**src/rtl/blit_arbiter_if.sv**
```systemverilog
// Blitter-side command bus: registered command fields, start pulse, and the
// blitter's ready/collision status returned to the arbiter.
interface blit_arbiter_if;
    logic [2:0]  blit_op;
    logic [11:0] blit_src;
    logic [3:0]  blit_srcHeight;
    logic [6:0]  blit_destX;
    logic [5:0]  blit_destY;
    logic        blit_enable;
    logic        blit_ready;
    logic        blit_collision;

    modport master (
        output blit_op, blit_src, blit_srcHeight, blit_destX, blit_destY, blit_enable,
        input  blit_ready, blit_collision
    );

    modport slave (
        input  blit_op, blit_src, blit_srcHeight, blit_destX, blit_destY, blit_enable,
        output blit_ready, blit_collision
    );
endinterface

```
**src/rtl/blit_arbiter.sv**
```systemverilog
// Round-robin arbiter sharing one sprite blitter between two requesters.
// state     | meaning
// IDLE      | waiting for a request while the blitter reports ready
// ISSUE     | command registered, blit_enable pulsed
// WAIT_BUSY | waiting for blitter to drop ready, bounded by BUSY_TIMEOUT
// WAIT_DONE | blitter busy, waiting for ready to return
// RESP      | done pulse to the granted requester
module blit_arbiter #(
    parameter int BUSY_TIMEOUT = 15
) (
    input  logic        clk,
    input  logic        reset_n,
    input  logic        req0_valid,
    input  logic [2:0]  req0_op,
    input  logic [11:0] req0_src,
    input  logic [3:0]  req0_height,
    input  logic [6:0]  req0_x,
    input  logic [5:0]  req0_y,
    input  logic        req1_valid,
    input  logic [2:0]  req1_op,
    input  logic [11:0] req1_src,
    input  logic [3:0]  req1_height,
    input  logic [6:0]  req1_x,
    input  logic [5:0]  req1_y,
    output logic        req0_accept,
    output logic        req0_done,
    output logic        req0_collision,
    output logic        req1_accept,
    output logic        req1_done,
    output logic        req1_collision,
    output logic        busy,
    blit_arbiter_if.master blit
);
    typedef enum logic [2:0] {IDLE, ISSUE, WAIT_BUSY, WAIT_DONE, RESP} state_e;

    localparam int CW = $clog2(BUSY_TIMEOUT + 1);
    localparam logic [CW-1:0] CNT_LAST = CW'(BUSY_TIMEOUT - 1);

    state_e      state_q, state_d;
    logic        last_q, last_d;
    logic        gnt_q, gnt_d;
    logic [CW-1:0] cnt_q, cnt_d;
    logic [1:0]  coll_q, coll_d;
    logic [2:0]  op_q, op_d;
    logic [11:0] src_q, src_d;
    logic [3:0]  height_q, height_d;
    logic [6:0]  x_q, x_d;
    logic [5:0]  y_q, y_d;
    logic [1:0]  accept;
    logic        sel1;

    // req1 wins when it is alone or when req0 was served last
    assign sel1 = req1_valid && (!req0_valid || !last_q);

    always_comb begin
        state_d  = state_q;
        last_d   = last_q;
        gnt_d    = gnt_q;
        cnt_d    = cnt_q;
        coll_d   = coll_q;
        op_d     = op_q;
        src_d    = src_q;
        height_d = height_q;
        x_d      = x_q;
        y_d      = y_q;
        accept   = 2'b00;
        case (state_q)
            IDLE: begin
                if (reset_n && blit.blit_ready && (req0_valid || req1_valid)) begin
                    gnt_d       = sel1;
                    last_d      = sel1;
                    accept[sel1] = 1'b1;
                    op_d        = sel1 ? req1_op     : req0_op;
                    src_d       = sel1 ? req1_src    : req0_src;
                    height_d    = sel1 ? req1_height : req0_height;
                    x_d         = sel1 ? req1_x      : req0_x;
                    y_d         = sel1 ? req1_y      : req0_y;
                    state_d     = ISSUE;
                end
            end
            ISSUE: begin
                cnt_d   = '0;
                state_d = WAIT_BUSY;
            end
            WAIT_BUSY: begin
                if (!blit.blit_ready) begin
                    state_d = WAIT_DONE;
                end else begin
                    cnt_d = cnt_q + CW'(1);
                    if (cnt_q == CNT_LAST) begin
                        coll_d[gnt_q] = blit.blit_collision;
                        state_d       = RESP;
                    end
                end
            end
            WAIT_DONE: begin
                if (blit.blit_ready) begin
                    coll_d[gnt_q] = blit.blit_collision;
                    state_d       = RESP;
                end
            end
            RESP:    state_d = IDLE;
            default: state_d = IDLE;
        endcase
    end

    always_ff @(posedge clk) begin
        if (!reset_n) begin
            state_q  <= IDLE;
            last_q   <= 1'b1;
            gnt_q    <= 1'b0;
            cnt_q    <= '0;
            coll_q   <= '0;
            op_q     <= '0;
            src_q    <= '0;
            height_q <= '0;
            x_q      <= '0;
            y_q      <= '0;
        end else begin
            state_q  <= state_d;
            last_q   <= last_d;
            gnt_q    <= gnt_d;
            cnt_q    <= cnt_d;
            coll_q   <= coll_d;
            op_q     <= op_d;
            src_q    <= src_d;
            height_q <= height_d;
            x_q      <= x_d;
            y_q      <= y_d;
        end
    end

    assign req0_accept    = accept[0];
    assign req1_accept    = accept[1];
    assign req0_done      = (state_q == RESP) && !gnt_q;
    assign req1_done      = (state_q == RESP) && gnt_q;
    assign req0_collision = coll_q[0];
    assign req1_collision = coll_q[1];
    assign busy           = (state_q != IDLE);

    assign blit.blit_enable    = (state_q == ISSUE);
    assign blit.blit_op        = op_q;
    assign blit.blit_src       = src_q;
    assign blit.blit_srcHeight = height_q;
    assign blit.blit_destX     = x_q;
    assign blit.blit_destY     = y_q;
endmodule

```
**src/flat_wrapper.sv**
```systemverilog
// flat-port wrapper written by rule: the top's interface ports become plain ports
module blit_arbiter_flat 
#(
    parameter int BUSY_TIMEOUT = 15
)
  (clk, reset_n, req0_valid, req0_op, req0_src, req0_height, req0_x, req0_y, req1_valid, req1_op, req1_src, req1_height, req1_x, req1_y, req0_accept, req0_done, req0_collision, req1_accept, req1_done, req1_collision, busy, blit_blit_op, blit_blit_src, blit_blit_srcHeight, blit_blit_destX, blit_blit_destY, blit_blit_enable, blit_blit_ready, blit_blit_collision);
  blit_arbiter_if blit_i ();
  input  logic clk;
  input  logic reset_n;
  input  logic req0_valid;
  input  logic [2:0] req0_op;
  input  logic [11:0] req0_src;
  input  logic [3:0] req0_height;
  input  logic [6:0] req0_x;
  input  logic [5:0] req0_y;
  input  logic req1_valid;
  input  logic [2:0] req1_op;
  input  logic [11:0] req1_src;
  input  logic [3:0] req1_height;
  input  logic [6:0] req1_x;
  input  logic [5:0] req1_y;
  output logic req0_accept;
  output logic req0_done;
  output logic req0_collision;
  output logic req1_accept;
  output logic req1_done;
  output logic req1_collision;
  output logic busy;
  output wire logic [$bits(blit_i.blit_op)-1:0] blit_blit_op;
  output wire logic [$bits(blit_i.blit_src)-1:0] blit_blit_src;
  output wire logic [$bits(blit_i.blit_srcHeight)-1:0] blit_blit_srcHeight;
  output wire logic [$bits(blit_i.blit_destX)-1:0] blit_blit_destX;
  output wire logic [$bits(blit_i.blit_destY)-1:0] blit_blit_destY;
  output wire logic [$bits(blit_i.blit_enable)-1:0] blit_blit_enable;
  input wire logic [$bits(blit_i.blit_ready)-1:0] blit_blit_ready;
  input wire logic [$bits(blit_i.blit_collision)-1:0] blit_blit_collision;
  assign blit_blit_op = blit_i.blit_op;
  assign blit_blit_src = blit_i.blit_src;
  assign blit_blit_srcHeight = blit_i.blit_srcHeight;
  assign blit_blit_destX = blit_i.blit_destX;
  assign blit_blit_destY = blit_i.blit_destY;
  assign blit_blit_enable = blit_i.blit_enable;
  assign blit_i.blit_ready = blit_blit_ready;
  assign blit_i.blit_collision = blit_blit_collision;
  blit_arbiter #(.BUSY_TIMEOUT(BUSY_TIMEOUT)) u_core (.clk(clk), .reset_n(reset_n), .req0_valid(req0_valid), .req0_op(req0_op), .req0_src(req0_src), .req0_height(req0_height), .req0_x(req0_x), .req0_y(req0_y), .req1_valid(req1_valid), .req1_op(req1_op), .req1_src(req1_src), .req1_height(req1_height), .req1_x(req1_x), .req1_y(req1_y), .req0_accept(req0_accept), .req0_done(req0_done), .req0_collision(req0_collision), .req1_accept(req1_accept), .req1_done(req1_done), .req1_collision(req1_collision), .busy(busy), .blit(blit_i));
endmodule
```
**config.mk**
```make
export PLATFORM = sky130hd
export DESIGN_NAME = blit_arbiter_flat
export DESIGN_NICKNAME = d
export VERILOG_FILES = /design/src/rtl/blit_arbiter_if.sv /design/src/rtl/blit_arbiter.sv /design/src/flat_wrapper.sv
export SDC_FILE = /design/constraint.sdc
export NUM_CORES = 1
export LEC_CHECK = 0
export BUFFER_PORTS_ARGS = -buffer_cell sky130_fd_sc_hd__buf_4
export CORE_UTILIZATION = 40
export CTS_CLUSTER_SIZE = 25
export DETAILED_ROUTE_END_ITERATION = 10
export PLACE_DENSITY = 0.77
export SYNTH_ARGS = -nofsm -noshare
export SYNTH_HDL_FRONTEND = slang
export SYNTH_SLANG_ARGS = --single-unit
```
**constraint.sdc**
```tcl
create_clock -name clk -period 3.95 [get_ports clk]
set_clock_uncertainty 0.2 [all_clocks]
set_input_delay 0.79 -clock clk [delete_from_list [all_inputs] [get_ports clk]]
set_output_delay 0.79 -clock clk [all_outputs]
set_load 0.03 [all_outputs]
```
**Yosys cells after proc, flatten, opt, wreduce, memory -nomap -nowiden**

Cells that the tools add are included.
Widths: inputs -> output; s select.

- Register bits after elaboration: 43
- Bits in latches: 0
- Bits in writable memories: 0
- Memory bits (read-only): 0
- Output and inout port bits: 40
- Word-level logic and storage cells: 68
- Memories: 0

- Add/sub/neg operators: 1
- Multiply operators: 0
- Divide/modulo/power cells: 0
- $lt $le $gt $ge: 4
- Equal/unequal tests: 10
- Shift-type cells: 0
- Muxes and demuxes: 23
- Bitwise operators: 0
- Reductions and logical operators: 20

Operator list:

| cell | count |
|---|---|
| $mux 3 | 5 |
| $mux 12 | 1 |
| $pmux 3 s4 | 1 |
| $mux 2 | 5 |
| $mux 4 | 2 |
| $pmux 4 s2 | 1 |
| $logic_and 1x1->1 | 7 |
| $mux 7 | 1 |
| $eq 3x2->1 const B | 2 |
| $mux 6 | 1 |
| $add 4x1->4 const B | 1 |
| $eq 4x4->1 const B | 1 |
| $lt 1x2->1 const B | 2 |
| $ne 2x1->1 const B | 2 |
| $ne 2x2->1 const B | 2 |
| $pmux 2 s2 | 1 |
| $reduce_and 2->1 | 2 |
| $reduce_and 4->1 | 1 |
| $reduce_bool 2->1 | 2 |
| $eq 3x1->1 const B | 1 |
| $eq 3x3->1 const B | 1 |
| $logic_not 1->1 | 3 |
| $logic_not 3->1 | 1 |
| $ne 3x2->1 const B | 1 |
| other kinds (7) | 11 |

**Depth between registers and ports, before layout**

- Depth after elaboration: 9
- Depth in mapped cells: 5
- Mapped depth without buffers: 5

**Worst setup path before layout**

Ideal clock, no wire load.

- Path type: input-to-output
- From: in req1_valid
- To: out req0_accept
- Data arrival time: 1.933 ns
- Data required time: 2.960 ns
- Setup slack: 1.027 ns
- Cell stages on the path: 4
- Buffers on the path: 2
- Cell sequence: a21boi_1 -> buf_4 -> buf_4 -> nor3_1

- Longest elaborated chain between the ends: 7
- Elaborated cells on any way between the ends: 10

Ends and longest elaborated chain:

| item | RTL line | text |
|---|---|---|
| start: declaration | flat_wrapper.sv:16 | `input logic req1_valid;` |
| $logic_and 1x1->1 | blit_arbiter.sv:53 | `assign sel1 = req1_valid && (!req0_valid \|\| !last_q);` |
| $lt 1x2->1 (not written as such) or $ge 1x1->1 (tied branches) | blit_arbiter.sv:72 | `accept[sel1] = 1'b1;` |
| $logic_and 1x1->1 (not written as such) | blit_arbiter.sv:72 |  |
| $mux 1 (not written as such) | blit_arbiter.sv:72 |  |
| $demux 1 s1 | - |  |
| $mux 2 * | blit_arbiter.sv:69 | `if (reset_n && blit.blit_ready && (req0_valid \|\| req1_valid)) begin` |
| $mux 2 * | blit_arbiter.sv:67 | `case (state_q)` |
| end: declaration | flat_wrapper.sv:22 | `output logic req0_accept;` |

Mark *: on every way between the ends. The rest lies on a longest branch, timed or not.

**Final worst setup path**

- From: in req0_valid
- To: out req1_accept

- Longest elaborated chain between the ends: 9
- Elaborated cells on any way between the ends: 12

Ends and longest elaborated chain:

| item | RTL line | text |
|---|---|---|
| start: declaration | flat_wrapper.sv:10 | `input logic req0_valid;` |
| $logic_not 1->1 | blit_arbiter.sv:53 |  |
| $logic_or 1x1->1 | blit_arbiter.sv:53 |  |
| $logic_and 1x1->1 | blit_arbiter.sv:53 |  |
| $lt 1x2->1 (not written as such) or $ge 1x1->1 (tied branches) | blit_arbiter.sv:72 |  |
| $logic_and 1x1->1 (not written as such) | blit_arbiter.sv:72 |  |
| $mux 1 (not written as such) | blit_arbiter.sv:72 |  |
| $demux 1 s1 | - |  |
| $mux 2 * | blit_arbiter.sv:69 |  |
| $mux 2 * | blit_arbiter.sv:67 |  |
| end: declaration | flat_wrapper.sv:25 | `output logic req1_accept;` |

Marks and branches as above.

==> out/metrics.cfg <==
[critical_path]
crit_fanout=10
rr_startpoint=u_core.state_q[2]$_SDFFE_PN0P_
path_class=input port to output pin
r2r_cells=5
cp.required_ns=2.96
start_kind=input port
cp.arrival_ns=1.76
worstSetupStartpoint=req0_valid
setup.worst_path.end=req1_accept
end_kind=output pin
reg2reg_slack_ns=2.00
r2r_end=u_core.blit.blit_destX[4]$_SDFFE_PN0P_

[yosys]
syn_inst=214
synth_nets=286
yosysWarnings=0
synth.most_common_cell=dfxtp_1
synth.distinct_cells=30
yosys-top-cells-count=dfxtp_1, a21oi_1, mux2i_1
synthesis.area_um2=2050
synth_edf_count=0
ys_seq_elements=43
async_flop_share_pct=0
yosys.area.top_type=dfxtp_1
syn_area_per_cell_um2=9.56
yosysSeqAreaShare_pct=42.1
synth-main-ff-cell=dfxtp_1
yosys-top-cells-area=dfxtp_1, mux2i_1, a211oi_1
synth_top_cell_area_share_pct=42.1

[clock_tree]
cts_buffers=5
clk_pin_slew_ns=0.08
clk_latency_ns=0.29
clock_sinks=43
ctsResizeCount=0
cts_tree=yes
htreeDepth=2
clk_root_buffer_cell=clkbuf_8
post_cts_buffers=0
cts_buffer_depth=2
hold_buffers=0

[global_routing]
grt_max_degree=34
grt_pass1_wl_um=8680
grt_usage_pct=20.9
antenna_found_initial=0
grt_pass1_vias=1942
overflow=0

[finish]
drive_above_1_share_pct=39.7
multi_input_area_um2=1080
fin_nets=388
final_area_um2=3000
register_area_um2=861
area_growth_pct=46.5
antenna_cells=0
post-route-util_pct=62.2
n_fill_cell=457

[drt]
ant_nets=0
avgRoutedWirePerCell_um=14.1
firstDrtPassIters=4
met1_length_um=2270
vias=2031
top_layer=met4
dr_wl_met2_um=2560
drt-initial-drc-count=66
met3_length_um=518
drc=0
routed_wl_um=5410
via_per_inst=5.29

[floorplan]
rows=25
die_area_um2=5400
die_x_um=73.5
io_pins=110
core_um2=4820
die_y_um=73.5
initial_utilization_pct=42.5

[sta]
tns_ns=0
setup_viol=0
max_freq_mhz=363
hold_violations=0
slew_headroom_pct=63.9
report.final.slew_viol_count=0
fin_crit_sh_pct=69.7
holdWs_ns=0.275
tightest_slew_ns=0.539
rsz0062_at_grt=no
period_needed_ns=2.75

[power_and_ir_drop]
seq_power_share_pct=45.3
leakage_nw=1.29
combPwrFrac_pct=26.0
total_power_mw=1.05
power_density_nw_per_um2=351
switchingPower_uw=309
vdd_drop_max_mv=0.168
p_int_uw=744
sw_frac_of_total_pct=29.3
clkPwrFrac_pct=28.8

[hold_path]
worstHoldPathType=flop to flop

[placement]
gp_congestion=0.781
place_hpwl_um=4010
portBuffers=109
dpl_cell_area_um2=2900

[run_status]
outcome=completed

[job]
drv_cap=0

[flip-flops by register name, indices dropped and copies added (netlist names), 2 cells and up]
register                    cells
u_core.blit.blit_src           12
u_core.blit.blit_destX          7
u_core.blit.blit_destY          6
u_core.blit.blit_srcHeight      4
u_core.cnt_q                    4
u_core.blit.blit_op             3
u_core.state_q                  3
u_core.coll_q                   2
[metrics by stage]
stage | instances | setup slack (ns)
floorplan | 214 | 1.03
global placement | 376 | 1.23
detailed placement | 376 | 1.20
CTS | 384 | 1.17
global route | 384 | 1.07
finish | 384 | 1.20
[cells by family after synthesis]
family                     Yosys count  share of synthesized area, %
AOI/OAI and AO/OA                   77                          23.5
adders and majority gates            2                          1.22
buffers and inverters               24                          5.87
DFF                                 43                          42.1
muxes                               36                          17.6
and+or+nand+nor                     32                          9.66
[cell usage in the layout (no fill, tap or decap), drive strengths merged, types with 3 or more instances in the layout]
cell type,count
a211oi,33
a21oi,37
buf,114
clkbuf,8
dfxtp,43
inv,4
mux2i,36
nand2,5
nand3,7
nor2,4
nor3,3
[how the worst min path moves through the flow]
stage                                   from  cells past startpoint                            end
6_report       u_core.coll_q[0]$_SDFFE_PN0P_                      2  u_core.coll_q[0]$_SDFFE_PN0P_
5_1_grt        u_core.coll_q[0]$_SDFFE_PN0P_                      2  u_core.coll_q[0]$_SDFFE_PN0P_
4_1_cts        u_core.coll_q[0]$_SDFFE_PN0P_                      2  u_core.coll_q[0]$_SDFFE_PN0P_
3_5_place_dp   u_core.coll_q[0]$_SDFFE_PN0P_                      2  u_core.coll_q[0]$_SDFFE_PN0P_
3_3_place_gp   u_core.coll_q[1]$_SDFFE_PN0P_                      2  u_core.coll_q[1]$_SDFFE_PN0P_
2_1_floorplan   u_core.cnt_q[3]$_SDFFE_PN0P_                      2   u_core.cnt_q[3]$_SDFFE_PN0P_
[power groups by stage]
stage                     Clock, mW  Combinational (mW)  Sequential (mW)
final                         0.303               0.273            0.477
after global placement            0               0.272            0.485
after CTS                     0.313               0.276            0.477
after global routing          0.327               0.295            0.480
after floorplan                   0               0.113            0.531
after detailed placement          0               0.277            0.486
[metal layers]
| metal | up-vias | global-route usage, % |
|---|---|---|
| li1 | 1000 | - |
| met1 | 939 | 25.3 |
| met2 | 85 | 34.0 |
| met3 | 7 | 7.27 |
| met4 | 0 | 7.91 |
| met5 | - | 0 |
[critical path: stages]
cell      delay [ns]
buf_4           0.13
a21boi_4        0.38
nand3_1         0.20
inv_1           0.10
buf_4           0.16
[cell type report]
| cell class | instances | share of cell area [%] |
|---|---|---|
| flip-flops and latches | 43 | 28.7 |
| clock buffers | 8 | 3.34 |
| repair buffers | 114 | 28.5 |
| well taps | 67 | 2.80 |
| multi-input cells | 147 | 36.0 |
| inverters | 5 | 0.626 |
(Power assumes the default switching activity.)
